<file path="src/rtl/hu_pipeline_pkg.sv">
// Shared types for the elastic pipeline: per-stage occupancy state.
package hu_pipeline_pkg;

  typedef enum logic [1:0] {
    EMPTY,
    BUSY,
    FULL
  } hu_stage_state_t;

endpackage

</file>
<file path="src/rtl/hu_skid_stage.sv">
// One skid stage: main + skid register, 1-cycle latency when BUSY.
// in_ready/out_valid come from registered state only, so out_ready never reaches in_ready.
module hu_skid_stage
  import hu_pipeline_pkg::*;
#(
  parameter type regtype = bit [7:0]
) (
  input  logic   clk,
  input  logic   rst,
  input  logic   flush,
  input  logic   in_valid,
  output logic   in_ready,
  input  regtype in_data,
  output logic   out_valid,
  input  logic   out_ready,
  output regtype out_data
);

  hu_stage_state_t state;
  regtype          main_q;
  regtype          skid_q;
  logic            in_xfer;
  logic            out_xfer;

  assign in_ready  = (state != FULL);
  assign out_valid = (state != EMPTY);
  assign out_data  = main_q;
  assign in_xfer   = in_valid & in_ready;
  assign out_xfer  = out_valid & out_ready;

  always_ff @(posedge clk or posedge rst) begin
    if (rst) begin
      state  <= EMPTY;
      main_q <= '0;
      skid_q <= '0;
    end else if (flush) begin
      state <= EMPTY;
    end else begin
      case (state)
        EMPTY: begin
          if (in_xfer) begin
            state  <= BUSY;
            main_q <= in_data;
          end
        end
        BUSY: begin
          if (in_xfer && out_xfer) begin
            main_q <= in_data;
          end else if (in_xfer) begin
            state  <= FULL;
            skid_q <= in_data;
          end else if (out_xfer) begin
            state <= EMPTY;
          end
        end
        FULL: begin
          // Skid item moves up; the freed skid reopens input next cycle.
          if (out_xfer) begin
            state  <= BUSY;
            main_q <= skid_q;
          end
        end
        default: state <= EMPTY;
      endcase
    end
  end

endmodule

</file>
<file path="src/rtl/hu_pipeline_elastic.sv">
// Elastic chain of depth skid stages (capacity 2*depth) with flush and occupancy count.
// Latency depth cycles when unstalled; stalls propagate back one stage per cycle.
module hu_pipeline_elastic
  import hu_pipeline_pkg::*;
#(
  parameter  int  depth   = 1,
  parameter  type regtype = bit [7:0],
  localparam int  cw      = $clog2(2 * depth + 1)
) (
  input  logic          clk,
  input  logic          rst,
  input  logic          flush,
  input  logic          in_valid,
  output logic          in_ready,
  input  regtype        in_data,
  output logic          out_valid,
  input  logic          out_ready,
  output regtype        out_data,
  output logic [cw-1:0] count
);

  logic   vld [0:depth];
  logic   rdy [0:depth];
  regtype dat [0:depth];
  logic   in_xfer;
  logic   out_xfer;

  assign vld[0]     = in_valid;
  assign dat[0]     = in_data;
  assign in_ready   = rdy[0];
  assign rdy[depth] = out_ready;
  assign out_valid  = vld[depth];
  assign out_data   = dat[depth];

  for (genvar k = 0; k < depth; k++) begin : g_stage
    hu_skid_stage #(
      .regtype(regtype)
    ) u_stage (
      .clk      (clk),
      .rst      (rst),
      .flush    (flush),
      .in_valid (vld[k]),
      .in_ready (rdy[k]),
      .in_data  (dat[k]),
      .out_valid(vld[k+1]),
      .out_ready(rdy[k+1]),
      .out_data (dat[k+1])
    );
  end

  assign in_xfer  = in_valid & rdy[0];
  assign out_xfer = vld[depth] & out_ready;

  always_ff @(posedge clk or posedge rst) begin
    if (rst) begin
      count <= '0;
    end else if (flush) begin
      count <= '0;
    end else begin
      count <= count + cw'(in_xfer) - cw'(out_xfer);
    end
  end

endmodule

</file>
<file path="config.mk">
export PLATFORM = sky130hd
export DESIGN_NAME = hu_pipeline_elastic
export DESIGN_NICKNAME = d
export VERILOG_FILES = /design/src/rtl/hu_pipeline_pkg.sv /design/src/rtl/hu_skid_stage.sv /design/src/rtl/hu_pipeline_elastic.sv
export SDC_FILE = /design/constraint.sdc
export NUM_CORES = 1
export LEC_CHECK = 0
export BUFFER_PORTS_ARGS = -buffer_cell sky130_fd_sc_hd__buf_2
export CAP_MARGIN = 20
export CORE_MARGIN = 5
export CORE_UTILIZATION = 45
export CTS_CLUSTER_SIZE = 25
export DETAILED_ROUTE_END_ITERATION = 7
export PLACE_DENSITY_LB_ADDON = 0.1
export SYNTH_ARGS = -nofsm -noshare
export SYNTH_HDL_FRONTEND = slang
export SYNTH_HIERARCHICAL = 1
export SYNTH_SLANG_ARGS = --single-unit
</file>
<file path="constraint.sdc">
create_clock -name clk -period 1.6 [get_ports clk]
set_input_delay 0.16 -clock clk [delete_from_list [all_inputs] [get_ports clk]]
set_output_delay 0.16 -clock clk [all_outputs]
set_load 0.1 [all_outputs]
</file>
# Word level (Yosys, flattened, before mapping)
# Cells that the tools add are included.
dict set report classes {
  add_sub_neg 2
  n_eq_ne 10
  bitwise_logic 4
  reduce_logical 7
  n_mux 12
}
# operator n
set op_table {}
lappend op_table {{8-bit 2-to-1 mux} 3}
lappend op_table {{8-bit one-hot mux with 3 select lines} 1}
lappend op_table {{2-bit 2-to-1 mux} 7}
lappend op_table {{4-bit AND reduction} 2}
lappend op_table {{2-bit by 1-bit inequality test with 1-bit output (second input constant)} 3}
lappend op_table {{3-bit by 2-bit inequality test with 1-bit output (second input constant)} 2}
lappend op_table {{2-bit one-hot mux with 3 select lines} 1}
lappend op_table {{5-bit AND reduction} 1}
lappend op_table {{4-bit by 2-bit inequality test with 1-bit output (second input constant)} 1}
lappend op_table {{3-bit inequality test (second input constant)} 1}
lappend op_table {{3-bit nonzero test} 1}
lappend op_table {{2-bit by 1-bit adder with 2-bit output} 1}
lappend op_table {{1-bit AND} 2}
lappend op_table {{2-bit by 1-bit equality test with 1-bit output (second input constant)} 1}
lappend op_table {{2-bit equality test (second input constant)} 1}
lappend op_table {{2-bit zero test} 1}
lappend op_table {{2-bit inequality test (second input constant)} 1}
lappend op_table {{1-bit inverter} 2}
lappend op_table {{2-bit nonzero test} 1}
lappend op_table {{2-bit by 1-bit subtractor with 2-bit output} 1}
lappend op_table {{1-bit logical AND} 1}
dict set report totals {
  ff_bits 20
  word_cells 39
}

# Depth between registers and ports, before layout
dict set report logic_depth {
  word_depth 7
  mapped_depth 8
  ltp_nobuf 7
}

# Modules after synthesis
# The synthesis kept the hierarchy.
# module cells_each area_each_um2 instances
set by_module_without_submodules {}
lappend by_module_without_submodules {hu_skid_stage 57 835.8 1}
lappend by_module_without_submodules {hu_pipeline_elastic 11 125.1 1}

# Worst setup path after synthesis
# Ideal clock, no wire load.
dict set report synth_timing {
  path_kind {flip-flop to flip-flop}
  from {register g_stage[0].u_stage.state[0]}
  to {register count[1]}
  path_slack_ps -414
  required_ps 1528
  n_path_buf 0
  path_stages_with_launch 8
  arrival_time_ps 1942
  synth_period_minus_slack_ps 2014
  path_cell_list {dfrtp_1 -> or2_2 -> and2_1 -> ha_1 -> inv_1 -> ha_1 -> xnor3_1 -> nor2_1}
}
# item line_no
set synth_rtl {}
lappend synth_rtl {{start, declared} hu_skid_stage.sv:19} ;# hu_stage_state_t state;
lappend synth_rtl {{start signal, assigned} hu_skid_stage.sv:33} ;# state <= EMPTY;
lappend synth_rtl {{start signal, assigned} hu_skid_stage.sv:37} ;# state <= EMPTY;
lappend synth_rtl {{start signal, assigned} hu_skid_stage.sv:42} ;# state <= BUSY;
lappend synth_rtl {{2-bit nonzero test} hu_skid_stage.sv:26} ;# assign out_valid = (state != EMPTY);
lappend synth_rtl {{net out_valid} hu_pipeline_elastic.sv:16} ;# output logic out_valid,
lappend synth_rtl {{1-bit AND} hu_pipeline_elastic.sv:52} ;# assign out_xfer = vld[depth] & out_ready;
lappend synth_rtl {{2-bit by 1-bit subtractor with 2-bit output} hu_pipeline_elastic.sv:60} ;# count <= count + cw'(in_xfer) - cw'(out_xfer);
lappend synth_rtl {{2-bit 2-to-1 mux} hu_pipeline_elastic.sv:57} ;# end else if (flush) begin
lappend synth_rtl {{end signal, assigned} hu_pipeline_elastic.sv:60}
lappend synth_rtl {{end, declared} hu_pipeline_elastic.sv:19} ;# output logic [cw-1:0] count
# The timed path passes the listed nets, and every way through them passes these cells.
# A chain may end at the register's enable or synchronous reset.

# Final worst setup path
dict set report layout_timing {
  from {register g_stage[0].u_stage.state[0]}
  to {register count[1]}
}
dict set report layout_between {
  elab_chain_cells 5
}
# item line_no
set layout_rtl {}
lappend layout_rtl {{2-bit inequality test} hu_skid_stage.sv:25} ;# assign in_ready = (state != FULL);
lappend layout_rtl {{1-bit AND} hu_pipeline_elastic.sv:51} ;# assign in_xfer = in_valid & rdy[0];
lappend layout_rtl {{2-bit by 1-bit adder with 2-bit output} hu_pipeline_elastic.sv:60}
lappend layout_rtl {{2-bit by 1-bit subtractor with 2-bit output *} hu_pipeline_elastic.sv:60}
lappend layout_rtl {{2-bit 2-to-1 mux *} hu_pipeline_elastic.sv:57}
# Mark *: on every way between the ends. The rest lies on a longest branch, timed or not.

==> key figures <==
CTS
  • Clk buf depth: 2
  • CTS H-tree lvls: 1
  • Clock sinks: 20
  • Register clock-pin slew on the reported worst setup and hold paths: 0.11 ns
  • Worst skew pair latency: around 0.30 ns
  • Clock root buffer: clkbuf_4
  • CTS tree: done
  • Number of CTS-inserted buffers: 3

Global route
  • Initial antenna violation count: 0
  • Vias in the first global route: 710
  • First-pass GRT wire length: 3060 um
  • Grt peak-use layer: met2
  • Largest net degree at the start of global routing: 19
  • Met2 Use GR: 0.202
  • Grt total ovfl: 0
  • GRT Overall Usage: 0.124
  • Met3 usage: 0.0348
  • Global-route track usage on met1: 0.145

STA
  • Slew margin rel.: 0.554
  • Fin crit period: 1.59 ns
  • Final hold slack: roughly 0.10 ns
  • RSZ-0062 raised after global routing: true
  • Final Slew Violations: 0
  • Max Clk Rate: 0.627 GHz
  • Fin Clk Skew: 0.00785 ns
  • Slew @ Worst Pin: 0.669 ns
  • Setup TNS Final: 0 ns
  • Hold Vio Cnt, Final: 0
  • Setup violators final: 0
  • Final worst slack: 0.00566 ns
  • Period utilisation layout: 0.996

Routing
  • DRC violations left: 0
  • Drt pass-1 iters: 4
  • Routed WL: 1700 um
  • Via density per instance: 4.98
  • Post-route ant nets: 0
  • WL/cell: 12.9 um
  • 1st-iter DRT viols: 1
  • Vias: 652

Logic synthesis
  • Largest family of logic cells by synthesized area: multiplexers
  • Syn Nets: 83
  • Top_reg_cell synth: dfrtp_1
  • Compound-Gate Fraction of Synth Area: 0.0456
  • Register area share after synthesis: 0.521
  • Adder-cell share of the synthesized area: 0.0260
  • Register bit total from synthesis: 20
  • Cells after synthesis: 68
  • Largest area contributor in the netlist: dfrtp_1
  • Multiplexer share of the synthesized area: 0.292
  • Post-synth top area share: 0.521
  • Yosys cell types: 21
  • Simple-gate area share of the yosys netlist: 0.0755
  • Post-synthesis async set-or-reset flop share: 1.00
  • Area contributors post-synth: dfrtp_1, mux2_2, ha_1
  • Syn Area/Cell: 14.1 um2
  • EDFF count, synth: 0
  • YS warnings: 6
  • Xor/xnor share of the synthesized area: 0.0234
  • Mapped Area: 961 um2

Layout
  • Area growth, synth to finish: 31.4%
  • Core Util, Final: 0.631
  • Diode count: 0
  • # nets final: 121
  • Most frequent cells in the layout: mux2_2, buf_2, dfrtp_1, buf_4
  • Fill cells: 175
  • Layout cells sized above 1: 0.644

Critical path
  • Crit path cell chain: or2_4 -> and2_4 -> ha_4 -> inv_2 -> ha_4 -> xnor3_1 -> nor2_1
  • Nature of the critical path endpoint: flip-flop
  • CP peak stage delay: 0.41 ns
  • Reg2Reg Depth: 7
  • Critical path type: reg -> reg
  • Crit path from: g_stage[0].u_stage/state[0]$_DFFE_PP0P_
  • Reg-to-reg setup timing slack: 0.006 ns
  • R2R Path End: count[1]$_DFF_PP0_
  • Crit path arrival time: 1.82 ns
  • Critical Path Source Type: flip-flop
  • Slowest-stage cell, CP: dfrtp_1
  • R2R Path Start: g_stage[0].u_stage/state[0]$_DFFE_PP0P_
  • CP endpoint: count[1]$_DFF_PP0_
  • Delay-heaviest family, CP: simple AND/OR/NAND/NOR gates
  • Critical path buffers and inverters: 1
  • Critical Path Most Common Cell: ha_4
  • Worst Path Max Fanout: 4
  • Number of cells on the critical path: 7
  • Critical Path RT: around 1.8 ns

Die
  • Core Area: between 2000 and 2500 um2
  • Die H: 56.2 um
  • I/O pins: 25
  • Die Wd: 56.2 um
  • Die area: about 3200 um2
  • Initial core utilization: 0.480
  • Row cnt: 16

Power
  • VDD IR-drop max: 0.736 mV
  • Leakage: around 0.00060 uW
  • Final Power: 1640 uW
  • Power per standard cell area: around 1300 nW/um2

Job
  • Maxcap violations: 0

Run status
  • Outcome: finished, final reports clean

Worst hold path
  • HP Class: in -> reg

Place
  • Buffers on Ports: 24
  • HPWL Detailed: ~1300 um
  • Pre-CTS setup slack: -0.0251 ns
  • Global placement routability congestion: between 0.6 and 0.7
## worst min path at each step
stage / start / end / slack [ns] / depth (start not counted)
floorplan: rst / count[0]$_DFF_PP0_ / -0.1 / 1
global placement: rst / count[0]$_DFF_PP0_ / 0.02 / 2
detailed placement: rst / count[0]$_DFF_PP0_ / 0.02 / 2
CTS: in_data[0] / g_stage[0].u_stage/skid_q[0]$_DFFE_PP0P_ / 0.09 / 2
global route: in_data[5] / g_stage[0].u_stage/skid_q[5]$_DFFE_PP0P_ / 0.09 / 2
finish: in_data[0] / g_stage[0].u_stage/skid_q[0]$_DFFE_PP0P_ / 0.10 / 2
## cell usage after synthesis (2+ instances only)
library cell	number
mux2_2	23
dfrtp_1	20
inv_1	3
nand2_1	3
ha_1	2
nor2_1	2
## metal layers
layer / wire length (um) / part of all wire
met5: 0 / 0
met4: 33 / 0.019
met3: 87 / 0.051
met2: 864 / 0.51
met1: 709 / 0.42
## area by class of cell
class / count / area, um2 / share of cell area
flip-flops and latches: 20 / 500 / 0.396
well taps: 27 / 33.8 / 0.0268
inverters: 3 / 11.3 / 0.00892
multi-input cells: 44 / 474 / 0.376
clock buffers: 3 / 22.5 / 0.0178
repair buffers: 34 / 220 / 0.174
## through the flow
stage	instance area [um2]	std cells
after floorplan	997	68
after global placement	1210	125
after detailed placement	1210	125
after CTS	1250	131
after global routing	1260	131
final	1260	131
## worst reg2reg max path, delay by kind of cell (launching register included)
kind / cells / cell delay, ns
flops: 1 / 0.41
simple gates: 3 / 0.52
buf+inv: 1 / 0.03
fa+ha+maj: 2 / 0.39
xor+xnor: 1 / 0.17
## registers in the layout, indices dropped and copies added (netlist names)
| register | flops |
|---|---|
| g_stage.u_stage/out_data | 8 |
| count | 2 |
| g_stage.u_stage/skid_q | 8 |
| g_stage.u_stage/state | 2 |
## power by group
group / leakage (uW) / total, uW / switching (uW) / internal [uW]
registers: 0.000245 / 672 / 53.8 / 618
clock network: 0.0000138 / 229 / 142 / 87.7
logic: 0.000339 / 734 / 533 / 201
## cells by family after synthesis
kind of cell | count (synthesis)
XOR/XNOR | 1
flip-flops | 20
multiplexers | 25
AND/OR/NAND/NOR | 12
AO/OA/AOI/OAI | 4
buffers and inverters | 4
adder cells (fa/ha/maj) | 2
## what timing repair did
action | in CTS | in global routing
pin swaps | 1 | 3
endpoints found under the hold margin | 20 | 0
hold buffers | 1 | 0
resized for setup | 0 | 2
setup endpoints to repair | 1 | 16
buffers inserted | 2 | 0
gates cloned | 0 | 0
(Power assumes the default switching activity.)
